`src/rtl/vga_pkg.sv`:
```
// -----------------------------------------------------------------------------
// vga_pkg
// Shared definitions for the VGA sprite controller slice:
//   - clog2 helper used to size the pixel/line counters
//   - default 640x480@60 timing constants and the derived line/frame totals
//   - bit positions of the b/g/r fields inside a packed {b,g,r} colour word
//   - per-pixel control flags carried down the colour pipeline
// -----------------------------------------------------------------------------
package vga_pkg;

  // Number of bits needed to hold the values 0..value-1 (minimum 1).
  function automatic int clog2(input int value);
    int r;
    r = 1;
    for (int i = 1; i < 31; i++) begin
      if ((1 << i) < value) r = i + 1;
    end
    return r;
  endfunction

  // Default 640x480@60 timing (25.175 MHz pixel clock).
  localparam int DEF_H_ACTIVE = 640;
  localparam int DEF_H_FP     = 16;
  localparam int DEF_H_SYNC   = 96;
  localparam int DEF_H_BP     = 48;
  localparam int DEF_V_ACTIVE = 480;
  localparam int DEF_V_FP     = 10;
  localparam int DEF_V_SYNC   = 2;
  localparam int DEF_V_BP     = 33;

  localparam int DEF_H_TOT = DEF_H_ACTIVE + DEF_H_FP + DEF_H_SYNC + DEF_H_BP;
  localparam int DEF_V_TOT = DEF_V_ACTIVE + DEF_V_FP + DEF_V_SYNC + DEF_V_BP;

  // Field positions inside a 24-bit {b,g,r} colour word.
  localparam int BGR_B_HI = 23;
  localparam int BGR_B_LO = 16;
  localparam int BGR_G_HI = 15;
  localparam int BGR_G_LO = 8;
  localparam int BGR_R_HI = 7;
  localparam int BGR_R_LO = 0;

  // Per-pixel flags that travel alongside the colour data.
  typedef struct packed {
    logic hs_n;  // horizontal sync, active-low
    logic vs_n;  // vertical sync, active-low
    logic vis;   // pixel lies in the visible area
    logic hit;   // pixel lies inside the sprite rectangle
  } pix_flags_t;

  localparam pix_flags_t FLAGS_RST = '{hs_n: 1'b1, vs_n: 1'b1, vis: 1'b0, hit: 1'b0};

endpackage

```
`src/rtl/vga_sprite_controller_timing.sv`:
```
// -----------------------------------------------------------------------------
// vga_timing_gen
// Free-running horizontal/vertical counters for a parametrised VGA raster.
// Ports:
//   iVGA_CLK      pixel clock
//   iRST_n        asynchronous active-low reset (counters to 0)
//   hcnt_o        pixel counter, 0..H_TOT-1
//   vcnt_o        line counter, 0..V_TOT-1, advances when hcnt wraps
//   hs_n_o        horizontal sync for the current counter state, active-low
//   vs_n_o        vertical sync for the current counter state, active-low
//   visible_o     current counter state is inside the visible area
//   frame_tick_o  single-cycle strobe on the last pixel of the last line
// All outputs are decoded from the counter registers (stage 0).
// -----------------------------------------------------------------------------
module vga_timing_gen
  import vga_pkg::*;
#(
  parameter int H_ACTIVE = DEF_H_ACTIVE,
  parameter int H_FP     = DEF_H_FP,
  parameter int H_SYNC   = DEF_H_SYNC,
  parameter int H_BP     = DEF_H_BP,
  parameter int V_ACTIVE = DEF_V_ACTIVE,
  parameter int V_FP     = DEF_V_FP,
  parameter int V_SYNC   = DEF_V_SYNC,
  parameter int V_BP     = DEF_V_BP,
  parameter int XW       = clog2(H_ACTIVE + H_FP + H_SYNC + H_BP),
  parameter int YW       = clog2(V_ACTIVE + V_FP + V_SYNC + V_BP)
) (
  input  logic          iVGA_CLK,
  input  logic          iRST_n,
  output logic [XW-1:0] hcnt_o,
  output logic [YW-1:0] vcnt_o,
  output logic          hs_n_o,
  output logic          vs_n_o,
  output logic          visible_o,
  output logic          frame_tick_o
);

  localparam int H_TOT = H_ACTIVE + H_FP + H_SYNC + H_BP;
  localparam int V_TOT = V_ACTIVE + V_FP + V_SYNC + V_BP;

  logic [XW-1:0] hcnt_q, hcnt_d;
  logic [YW-1:0] vcnt_q, vcnt_d;
  logic          h_last, v_last;

  assign h_last = (hcnt_q == XW'(H_TOT - 1));
  assign v_last = (vcnt_q == YW'(V_TOT - 1));

  always_comb begin
    hcnt_d = h_last ? '0 : hcnt_q + XW'(1);
    vcnt_d = vcnt_q;
    if (h_last) vcnt_d = v_last ? '0 : vcnt_q + YW'(1);
  end

  always_ff @(posedge iVGA_CLK or negedge iRST_n) begin
    if (!iRST_n) begin
      hcnt_q <= '0;
      vcnt_q <= '0;
    end else begin
      hcnt_q <= hcnt_d;
      vcnt_q <= vcnt_d;
    end
  end

  assign hcnt_o       = hcnt_q;
  assign vcnt_o       = vcnt_q;
  assign visible_o    = (hcnt_q < XW'(H_ACTIVE)) && (vcnt_q < YW'(V_ACTIVE));
  assign hs_n_o       = !((hcnt_q >= XW'(H_ACTIVE + H_FP)) &&
                          (hcnt_q <  XW'(H_ACTIVE + H_FP + H_SYNC)));
  assign vs_n_o       = !((vcnt_q >= YW'(V_ACTIVE + V_FP)) &&
                          (vcnt_q <  YW'(V_ACTIVE + V_FP + V_SYNC)));
  assign frame_tick_o = h_last && v_last;

endmodule

```
`src/rtl/vga_sprite_controller.sv`:
```
// -----------------------------------------------------------------------------
// vga_sprite_controller
// VGA raster controller that reads a full-screen indexed image from an external
// ROM, maps it through an external palette ROM, and overlays a solid-colour
// rectangular sprite moved by four push buttons.
// Ports:
//   iVGA_CLK, iRST_n                pixel clock, async active-low reset
//   moveUp/moveDown/moveLeft/moveRight  raw button levels (asynchronous)
//   img_addr  -> / img_index <-     image ROM; data must be present by the
//                                   rising edge after img_addr changes
//   pal_addr  -> / pal_bgr   <-     palette ROM; same one-clock turnaround
//   oHS, oVS                        syncs, active-low
//   oBLANK_n                        high for visible pixels
//   b_data, g_data, r_data          pixel colour
// The colour path is three clocks deep; syncs and blank are delayed to match.
// -----------------------------------------------------------------------------
module vga_sprite_controller
  import vga_pkg::*;
#(
  parameter int          H_ACTIVE = DEF_H_ACTIVE,
  parameter int          H_FP     = DEF_H_FP,
  parameter int          H_SYNC   = DEF_H_SYNC,
  parameter int          H_BP     = DEF_H_BP,
  parameter int          V_ACTIVE = DEF_V_ACTIVE,
  parameter int          V_FP     = DEF_V_FP,
  parameter int          V_SYNC   = DEF_V_SYNC,
  parameter int          V_BP     = DEF_V_BP,
  parameter int          ADDR_W   = 19,
  parameter int          IDX_W    = 8,
  parameter int          SPR_W    = 32,
  parameter int          SPR_H    = 32,
  parameter int          STEP     = 4,
  parameter int          INIT_X   = 304,
  parameter int          INIT_Y   = 224,
  parameter logic [23:0] SPR_BGR  = 24'h0000FF
) (
  input  logic              iVGA_CLK,
  input  logic              iRST_n,
  input  logic              moveUp,
  input  logic              moveDown,
  input  logic              moveLeft,
  input  logic              moveRight,
  output logic [ADDR_W-1:0] img_addr,
  input  logic [IDX_W-1:0]  img_index,
  output logic [IDX_W-1:0]  pal_addr,
  input  logic [23:0]       pal_bgr,
  output logic              oHS,
  output logic              oVS,
  output logic              oBLANK_n,
  output logic [7:0]        b_data,
  output logic [7:0]        g_data,
  output logic [7:0]        r_data
);

  localparam int H_TOT = H_ACTIVE + H_FP + H_SYNC + H_BP;
  localparam int V_TOT = V_ACTIVE + V_FP + V_SYNC + V_BP;
  localparam int XW    = clog2(H_TOT);
  localparam int YW    = clog2(V_TOT);
  localparam int X_MAX = H_ACTIVE - SPR_W;
  localparam int Y_MAX = V_ACTIVE - SPR_H;

  // ---------------- stage 0: raster counters ----------------
  logic [XW-1:0] hcnt;
  logic [YW-1:0] vcnt;
  logic          hs_n, vs_n, visible, frame_tick;

  vga_timing_gen #(
    .H_ACTIVE(H_ACTIVE), .H_FP(H_FP), .H_SYNC(H_SYNC), .H_BP(H_BP),
    .V_ACTIVE(V_ACTIVE), .V_FP(V_FP), .V_SYNC(V_SYNC), .V_BP(V_BP),
    .XW(XW), .YW(YW)
  ) u_timing (
    .iVGA_CLK    (iVGA_CLK),
    .iRST_n      (iRST_n),
    .hcnt_o      (hcnt),
    .vcnt_o      (vcnt),
    .hs_n_o      (hs_n),
    .vs_n_o      (vs_n),
    .visible_o   (visible),
    .frame_tick_o(frame_tick)
  );

  // ---------------- button synchroniser: {up, down, left, right} ----------------
  logic [3:0] btn_meta_q, btn_sync_q;
  logic       up, down, left, right;

  always_ff @(posedge iVGA_CLK or negedge iRST_n) begin
    if (!iRST_n) begin
      btn_meta_q <= '0;
      btn_sync_q <= '0;
    end else begin
      btn_meta_q <= {moveUp, moveDown, moveLeft, moveRight};
      btn_sync_q <= btn_meta_q;
    end
  end

  assign {up, down, left, right} = btn_sync_q;

  // ---------------- sprite position, updated only at frame_tick ----------------
  logic [XW-1:0] cur_x_q, cur_x_d;
  logic [YW-1:0] cur_y_q, cur_y_d;
  // One extra bit so that a step below zero shows up as a set top bit.
  logic [XW:0]   x_dec, x_inc;
  logic [YW:0]   y_dec, y_inc;

  always_comb begin
    x_dec   = {1'b0, cur_x_q} - (XW+1)'(STEP);
    x_inc   = {1'b0, cur_x_q} + (XW+1)'(STEP);
    y_dec   = {1'b0, cur_y_q} - (YW+1)'(STEP);
    y_inc   = {1'b0, cur_y_q} + (YW+1)'(STEP);
    cur_x_d = cur_x_q;
    cur_y_d = cur_y_q;
    if (frame_tick) begin
      if (left && !right)
        cur_x_d = x_dec[XW] ? '0 : x_dec[XW-1:0];
      else if (right && !left)
        cur_x_d = (x_inc > (XW+1)'(X_MAX)) ? XW'(X_MAX) : x_inc[XW-1:0];
      if (up && !down)
        cur_y_d = y_dec[YW] ? '0 : y_dec[YW-1:0];
      else if (down && !up)
        cur_y_d = (y_inc > (YW+1)'(Y_MAX)) ? YW'(Y_MAX) : y_inc[YW-1:0];
    end
  end

  always_ff @(posedge iVGA_CLK or negedge iRST_n) begin
    if (!iRST_n) begin
      cur_x_q <= XW'(INIT_X);
      cur_y_q <= YW'(INIT_Y);
    end else begin
      cur_x_q <= cur_x_d;
      cur_y_q <= cur_y_d;
    end
  end

  // ---------------- stage 0 decode ----------------
  pix_flags_t    flags0;
  logic [ADDR_W-1:0] addr_lin;

  assign addr_lin = ADDR_W'(32'(vcnt) * 32'(H_ACTIVE) + 32'(hcnt));

  always_comb begin
    flags0.hs_n = hs_n;
    flags0.vs_n = vs_n;
    flags0.vis  = visible;
    flags0.hit  = ({1'b0, hcnt} >= {1'b0, cur_x_q}) &&
                  ({1'b0, hcnt} <  {1'b0, cur_x_q} + (XW+1)'(SPR_W)) &&
                  ({1'b0, vcnt} >= {1'b0, cur_y_q}) &&
                  ({1'b0, vcnt} <  {1'b0, cur_y_q} + (YW+1)'(SPR_H));
  end

  // ---------------- colour pipeline ----------------
  logic [ADDR_W-1:0] img_addr_q;
  logic [IDX_W-1:0]  pal_addr_q;
  pix_flags_t        flags1_q, flags2_q, flags3_q;
  logic [23:0]       bgr_q;

  always_ff @(posedge iVGA_CLK or negedge iRST_n) begin
    if (!iRST_n) begin
      img_addr_q <= '0;
      pal_addr_q <= '0;
      flags1_q   <= FLAGS_RST;
      flags2_q   <= FLAGS_RST;
      flags3_q   <= FLAGS_RST;
      bgr_q      <= '0;
    end else begin
      // Stage 1: the address only advances inside the visible area, so the ROM
      // sees a stable address during blanking.
      if (visible) img_addr_q <= addr_lin;
      flags1_q <= flags0;
      // Stage 2: image index is back from the ROM and becomes the palette address.
      pal_addr_q <= img_index;
      flags2_q   <= flags1_q;
      // Stage 3: palette colour is back; apply blanking and sprite overlay.
      flags3_q <= flags2_q;
      if (!flags2_q.vis)     bgr_q <= '0;
      else if (flags2_q.hit) bgr_q <= SPR_BGR;
      else                   bgr_q <= pal_bgr;
    end
  end

  assign img_addr = img_addr_q;
  assign pal_addr = pal_addr_q;
  assign oHS      = flags3_q.hs_n;
  assign oVS      = flags3_q.vs_n;
  assign oBLANK_n = flags3_q.vis;
  assign b_data   = bgr_q[BGR_B_HI:BGR_B_LO];
  assign g_data   = bgr_q[BGR_G_HI:BGR_G_LO];
  assign r_data   = bgr_q[BGR_R_HI:BGR_R_LO];

endmodule

```
`config.mk`:
```
export PLATFORM = sky130hd
export DESIGN_NAME = vga_sprite_controller
export DESIGN_NICKNAME = d
export VERILOG_FILES = /design/src/rtl/vga_pkg.sv /design/src/rtl/vga_sprite_controller_timing.sv /design/src/rtl/vga_sprite_controller.sv
export SDC_FILE = /design/constraint.sdc
export NUM_CORES = 1
export LEC_CHECK = 0
export BUFFER_PORTS_ARGS = -buffer_cell sky130_fd_sc_hd__buf_4
export CAP_MARGIN = 0
export CELL_PAD_IN_SITES_DETAIL_PLACEMENT = 1
export CELL_PAD_IN_SITES_GLOBAL_PLACEMENT = 2
export CORE_MARGIN = 5
export CORE_UTILIZATION = 39
export DETAILED_ROUTE_END_ITERATION = 16
export GPL_TIMING_DRIVEN = 0
export PLACE_DENSITY_LB_ADDON = 0.15
export SYNTH_ARGS = -nofsm -noshare
export SYNTH_HDL_FRONTEND = slang
export SYNTH_SLANG_ARGS = --single-unit
```
`constraint.sdc`:
```
create_clock -name iVGA_CLK -period 6.56 [get_ports iVGA_CLK]
set_clock_uncertainty 0.15 [all_clocks]
set_input_delay 1.312 -clock iVGA_CLK [delete_from_list [all_inputs] [get_ports iVGA_CLK]]
set_output_delay 1.312 -clock iVGA_CLK [all_outputs]
set_load 0.02 [all_outputs]
```
# Word level (Yosys, flattened, before mapping)
# Index checks and enable logic that the tools add are counted.
dict set report word_totals {
  ff_bits 110
  in_bits 38
  output_inout_bits 54
}
dict set report op_classes {
  n_addsub 9
  n_mul 1
  order_cmp 12
  n_eq_ne 2
  n_mux 12
  n_reduce_logical 21
}
# cell count
set ops {}
lappend ops {{2-to-1 mux 10 bit} 10}
lappend ops {{2-to-1 mux 24 bit} 2}
lappend ops {{adder 10 x 3 -> 11 bit (second input constant)} 2}
lappend ops {{adder 10 x 6 -> 11 bit (second input constant)} 2}
lappend ops {{< comparator 10 x 11 -> 1 bit} 2}
lappend ops {{subtractor 10 x 3 -> 11 bit (second input constant)} 2}
lappend ops {{adder 10 x 1 -> 10 bit (second input constant)} 2}
lappend ops {{equality test 10 bit (second input constant)} 2}
lappend ops {{greater-or-equal comparator 10 bit} 2}
lappend ops {{< comparator 10 bit (second input constant)} 2}
lappend ops {{< comparator 10 x 9 -> 1 bit (second input constant)} 2}
lappend ops {{adder 19 x 10 -> 19 bit} 1}
lappend ops {{multiplier 10 x 3 -> 12 bit (second input constant)} 1}
lappend ops {{greater-than comparator 11 x 10 -> 1 bit (second input constant)} 1}
lappend ops {{greater-than comparator 11 x 9 -> 1 bit (second input constant)} 1}
lappend ops {{logical AND 1 bit} 11}
lappend ops {{greater-or-equal comparator 10 bit (second input constant)} 1}
lappend ops {{greater-or-equal comparator 10 x 9 -> 1 bit (second input constant)} 1}
lappend ops {{logical NOT 1 bit} 6}
lappend ops {{AND reduction 2 bit} 2}
lappend ops {{nonzero test 2 bit} 2}

# Depth between registers and ports, before layout
dict set report depth {
  depth_word 5
  mapped_depth 10
  depth_no_buf 10
}

# By module
# From an unflattened synthesis, not the netlist that was laid out.
dict set report hier_totals {
  hier_cells 596
  area_unflattened_um2 6108.4
}
# mod instances cells_per_inst area_per_inst_um2 seq_area_each_um2
set modules_own_cells {}
lappend modules_own_cells {vga_sprite_controller 1 485 5034.8 2167.1}
lappend modules_own_cells {vga_timing_gen 1 111 1073.5 500.5}

# Worst setup path after synthesis
# Ideal clock, no wire load.
dict set report synth_timing {
  path_type {register to register}
  from {reg u_timing.vcnt_q[3] (netlist: u_timing.vcnt_o[3])}
  to {reg img_addr_q[17] (netlist: img_addr[17])}
  setup_ns 0.134
  t_arrival_ns 2.740
  required_time_ns 6.276
  path_slack_ns 3.536
  path_stages_with_launch 11
  n_path_buf 0
  synth_period_minus_slack_ns 3.024
  path_cell_list {dfrtp_1 ha_1 ha_1 fa_1 a211o_1 a211o_1 a221oi_1 nand2_1 nor2_1 xnor2_1 o21ai_0}
}
dict set report synth_via {
  elab_chain_cells 2
  word_cells_on_any_way 4
  cone_classes {1 x add/sub; 1 x mul; 1 x order compare; 1 x reduce/logical}
}
# element line_no
set synth_rtl {}
lappend synth_rtl {{start: declaration} vga_sprite_controller_timing.sv:43} ;# logic [YW-1:0] vcnt_q, vcnt_d;
lappend synth_rtl {{start signal: assignment} vga_sprite_controller_timing.sv:61} ;# vcnt_q <= vcnt_d;
lappend synth_rtl {{multiplier 10 x 3 -> 12 bit or < comparator 10 x 9 -> 1 bit (tied branches)} {vga_sprite_controller.sv:138, vga_sprite_controller_timing.sv:67}}
lappend synth_rtl {{adder 19 x 10 -> 19 bit or logical AND 1 bit (tied branches)} {vga_sprite_controller.sv:138, vga_sprite_controller_timing.sv:67}}
lappend synth_rtl {{end signal: assignment} vga_sprite_controller.sv:167} ;# if (visible) img_addr_q <= addr_lin;
lappend synth_rtl {{end: declaration} vga_sprite_controller.sv:151} ;# logic [ADDR_W-1:0] img_addr_q;
# Several ways; a longest one is shown, not always the timed one.
# A chain may end at the register's enable or synchronous reset.

# Worst setup path in the final report
# Ends and elaborated chain as after synthesis.

==> run_summary.xml <==
<?xml version="1.0" encoding="UTF-8"?>
<metrics>
  <group name="global_route">
    <metric name="grt_start_max_net_pins" unit="">107</metric>
    <metric name="globalRouteOverflowTotal" unit="">0</metric>
    <metric name="grt_use_total" unit="%">17.4</metric>
    <metric name="initial_antenna_violation_count" unit="">0</metric>
    <metric name="grt_pass1_wl" unit="um">25400</metric>
    <metric name="grt_pass1_vias" unit="">5092</metric>
  </group>
  <group name="cells_and_area">
    <metric name="postLayoutCoreUtil" unit="%">47.6</metric>
    <metric name="layout_commonest_cell" unit="">sky130_fd_sc_hd__dfrtp_1</metric>
    <metric name="antenna_cells" unit="">0</metric>
    <metric name="area.growth.synth_to_final" unit="%">21.0</metric>
    <metric name="post_layout_nonfiller_instances" unit="">886</metric>
    <metric name="layout_cell_share_with_drive_strength_beyond_1" unit="%">19.9</metric>
    <metric name="layout_common_cells" unit="">sky130_fd_sc_hd__dfrtp_1 (94), sky130_fd_sc_hd__buf_4 (90), sky130_fd_sc_hd__ha_1 (60)</metric>
    <metric name="layout.nets" unit="">793</metric>
    <metric name="fillers" unit="">1682</metric>
  </group>
  <group name="logic_synthesis">
    <metric name="postSynthRegisterBits" unit="">106</metric>
    <metric name="ys_warn_count" unit="">0</metric>
    <metric name="synth_sequential_area_ratio" unit="%">45.1</metric>
    <metric name="synth_cell_types" unit="">67</metric>
    <metric name="net_count_of_the_mapped_netlist" unit="">690</metric>
    <metric name="synth_ff_type" unit="">sky130_fd_sc_hd__dfrtp_1</metric>
    <metric name="synthDominantCellAreaShare" unit="%">39.8</metric>
    <metric name="synth.area.top_cells" unit="">sky130_fd_sc_hd__dfrtp_1 (40%), sky130_fd_sc_hd__ha_1 (13%), sky130_fd_sc_hd__dfstp_2 (5.3%)</metric>
    <metric name="postSynthCellCount" unit="">590</metric>
    <metric name="synth_largest_area_cell" unit="">sky130_fd_sc_hd__dfrtp_1</metric>
    <metric name="share_of_flip_flops_with_an_asynchronous_set_or_reset" unit="%">100</metric>
    <metric name="post_synth_instance_area" unit="um^2">5920</metric>
    <metric name="synth_enable_flop_cells" unit="">0</metric>
    <metric name="synth.avg_cell_area" unit="um^2">10.0</metric>
  </group>
  <group name="critical_path">
    <metric name="worstPathCellList" unit="">ha_1 &gt; ha_1 &gt; fa_1 &gt; a211o_1 &gt; a211o_1 &gt; a221oi_1 &gt; nand2_1 &gt; nor2_1 &gt; xnor2_1 &gt; o21ai_0</metric>
    <metric name="cp_num_buf_inv" unit="">0</metric>
    <metric name="setup.worst_path.class" unit="">flop to flop</metric>
    <metric name="critical_path_arrival" unit="ns">3.40</metric>
    <metric name="timing.critical_path.max_delay_family" unit="">compound AO/OA/AOI/OAI gates</metric>
    <metric name="cp-end-kind" unit="">flop</metric>
    <metric name="critical-path-max-stage-delay" unit="ns">0.52</metric>
    <metric name="critical_path_peak_fanout" unit="">9</metric>
    <metric name="worst_path_cell_with_the_longest_stage_delay" unit="">sky130_fd_sc_hd__dfrtp_1</metric>
    <metric name="critical_path_required" unit="ns">6.63</metric>
    <metric name="critPathLaunchType" unit="">flop</metric>
  </group>
  <group name="clocking">
    <metric name="holdBufCountCts" unit="">0</metric>
    <metric name="post_cts_setup_repair_bufs" unit="">0</metric>
    <metric name="clkSinkCount" unit="">106</metric>
    <metric name="tritoncts_clock_tree" unit="">done</metric>
    <metric name="ctsRootBufferMaster" unit="">sky130_fd_sc_hd__clkbuf_16</metric>
    <metric name="cts_repair_resize_count" unit="">0</metric>
    <metric name="clkLatencyLatePin" unit="ns">0.35</metric>
    <metric name="num_cts_buffers" unit="">9</metric>
    <metric name="cts_buffer_depth" unit="">2</metric>
    <metric name="clkTransAtPathRegs" unit="ns">0.07</metric>
    <metric name="cts_max_level" unit="">3</metric>
  </group>
  <group name="timing">
    <metric name="setup_repair_after_global_routing_missed_its_margin" unit="">no</metric>
    <metric name="drv_slew" unit="">0</metric>
    <metric name="setup_tns" unit="ns">0</metric>
    <metric name="fmaxAchievable" unit="MHz">300</metric>
    <metric name="setup_viol_count_final" unit="">0</metric>
    <metric name="worst_slew_margin_rel" unit="%">60.6</metric>
    <metric name="finalHoldViolCount" unit="">0</metric>
    <metric name="fin_crit_sh" unit="%">50.8</metric>
    <metric name="worstMarginPinSlew" unit="ns">0.590</metric>
    <metric name="timing.final.crit_period" unit="ns">3.33</metric>
  </group>
  <group name="placement">
    <metric name="numPlacedInstances" unit="">869</metric>
    <metric name="dp.final_hpwl" unit="um">11200</metric>
    <metric name="gpl_wtd_cong" unit="">0.804</metric>
    <metric name="numPortBuffers" unit="">91</metric>
  </group>
  <group name="hold_path">
    <metric name="worstHoldPathType" unit="">flop to flop</metric>
  </group>
  <group name="route">
    <metric name="first_pass_iters" unit="">4</metric>
    <metric name="routed_vias" unit="">4701</metric>
    <metric name="via_per_inst" unit="">5.31</metric>
    <metric name="detail_route.wl_per_cell" unit="um">16.7</metric>
    <metric name="postRouteAntennaNets" unit="">0</metric>
    <metric name="drt_iter0_markers" unit="">169</metric>
    <metric name="drcViolationCount" unit="">0</metric>
    <metric name="postRouteWirelength" unit="um">14800</metric>
  </group>
  <group name="floorplanning">
    <metric name="dieArea" unit="um^2">17700</metric>
    <metric name="fp.coreArea" unit="um^2">15000</metric>
    <metric name="die_h" unit="um">133</metric>
    <metric name="ioPinCount" unit="">92</metric>
    <metric name="floorplan.initialDensity" unit="%">39.4</metric>
    <metric name="num_rows" unit="">45</metric>
    <metric name="die-width" unit="um">133</metric>
  </group>
  <group name="pwr">
    <metric name="cellLeakagePower" unit="nW">3.30</metric>
    <metric name="power_density" unit="nW/um^2">179</metric>
    <metric name="peakVddDrop" unit="mV">0.152</metric>
    <metric name="power" unit="mW">1.28</metric>
  </group>
  <group name="job">
    <metric name="maxCapViolations" unit="">0</metric>
  </group>
  <group name="run_status">
    <metric name="outcome" unit="">finished clean</metric>
  </group>
</metrics>
## worst reg2reg max path, stage by stage (launching register included)
cell	delay [ns]
sky130_fd_sc_hd__dfrtp_1	0.52
sky130_fd_sc_hd__ha_1	0.30
sky130_fd_sc_hd__ha_1	0.24
sky130_fd_sc_hd__fa_1	0.40
sky130_fd_sc_hd__a211o_1	0.34
sky130_fd_sc_hd__a211o_1	0.29
sky130_fd_sc_hd__a221oi_1	0.50
sky130_fd_sc_hd__nand2_1	0.11
sky130_fd_sc_hd__nor2_1	0.13
sky130_fd_sc_hd__xnor2_1	0.14
sky130_fd_sc_hd__o21ai_0	0.09
## registers in the layout, indices dropped and copies added (netlist names)
signal,flops
bgr_q,24
btn_meta_q,4
btn_sync_q,4
cur_x_q,8
cur_y_q,8
flags1_q,4
flags2_q,4
img_addr,19
oBLANK_n,1
oHS,1
oVS,1
pal_addr,8
u_timing.hcnt_o,10
u_timing.vcnt_o,10
## cell families (layout without fill, tap and decap cells)
kind of cell    Yosys count  count (layout)  share of synthesized area, %
buf+inv                  60             168                          4.04
xor+xnor                 37              37                          5.48
compound gates          134             134                          14.9
mux                       4               4                         0.677
flops                   106             106                          45.1
fa+ha+maj                62              62                          13.4
simple gates            187             187                          16.5
## worst paths after layout
path,from,end,slack [ns],depth (start not counted)
max,u_timing.vcnt_o[3]$_DFFE_PN0N_,img_addr[17]$_DFFE_PN0P_,3.23,10
min,btn_meta_q[0]$_DFF_PN0_,btn_sync_q[0]$_DFF_PN0_,0.20,0
max reg2reg,u_timing.vcnt_o[3]$_DFFE_PN0N_,img_addr[17]$_DFFE_PN0P_,3.23,10
min reg2reg,btn_meta_q[0]$_DFF_PN0_,btn_sync_q[0]$_DFF_PN0_,0.20,0
max in group asynchronous,iRST_n,cur_y_q[6]$_DFFE_PN1P_,4.85,2
min in group asynchronous,iRST_n,pal_addr[6]$_DFF_PN0_,0.68,1
## per-stage QoR
step                      area [um^2]  hold slack (ns)  setup slack [ns]
final                            7160            0.203              3.23
after global routing             7160            0.206              2.96
after CTS                        7130            0.204              3.19
after detailed placement         6830            0.186              3.21
after global placement           6830            0.183              3.25
after floorplan                  5920            0.181              3.54
## routing by layer
| metal | GRT usage [%] | vias up | wire length (um) |
|---|---|---|---|
| met5 | 0 | - | 0 |
| met4 | 3.66 | 0 | 172 |
| met3 | 4.42 | 11 | 533 |
| met2 | 29.6 | 88 | 7060 |
| met1 | 22.6 | 2314 | 7080 |
| li1 | - | 2288 | - |
## power by group
part	switching [mW]	internal (mW)	leakage, nW
clock network	0.260	0.276	0.142
logic	0.0412	0.0343	1.85
registers	0.00355	0.666	1.31
## cell type report
class | instances | area, um^2 | area share, %
multi-input combinational | 424 | 3010 | 42.0
sequential | 106 | 2670 | 37.3
timing repair buffer | 92 | 714 | 9.98
clock buffer | 10 | 239 | 3.34
tap | 188 | 235 | 3.29
inverter | 39 | 146 | 2.05
buffer | 21 | 92.6 | 1.29
clock inverter | 6 | 53.8 | 0.752
## cells in the mapped netlist, types with 3 or more instances
cell / n
sky130_fd_sc_hd__a211oi_1: 4
sky130_fd_sc_hd__a21o_1: 5
sky130_fd_sc_hd__a21oi_1: 25
sky130_fd_sc_hd__and2_1: 19
sky130_fd_sc_hd__and3_1: 3
sky130_fd_sc_hd__buf_2: 4
sky130_fd_sc_hd__clkbuf_1: 15
sky130_fd_sc_hd__dfrtp_1: 94
sky130_fd_sc_hd__dfstp_2: 12
sky130_fd_sc_hd__ha_1: 60
sky130_fd_sc_hd__inv_1: 38
sky130_fd_sc_hd__mux2i_1: 4
sky130_fd_sc_hd__nand2_1: 59
sky130_fd_sc_hd__nand2b_1: 4
sky130_fd_sc_hd__nand3_1: 23
sky130_fd_sc_hd__nand4_1: 11
sky130_fd_sc_hd__nor2_1: 22
sky130_fd_sc_hd__nor2b_1: 5
sky130_fd_sc_hd__nor3_1: 13
sky130_fd_sc_hd__nor4_1: 6
sky130_fd_sc_hd__o21a_1: 13
sky130_fd_sc_hd__o21ai_0: 49
sky130_fd_sc_hd__o221ai_1: 4
sky130_fd_sc_hd__o22ai_1: 5
sky130_fd_sc_hd__o31ai_1: 3
sky130_fd_sc_hd__or3_1: 5
sky130_fd_sc_hd__xnor2_1: 23
sky130_fd_sc_hd__xor2_1: 14
Power figures use the tool's default switching activity.
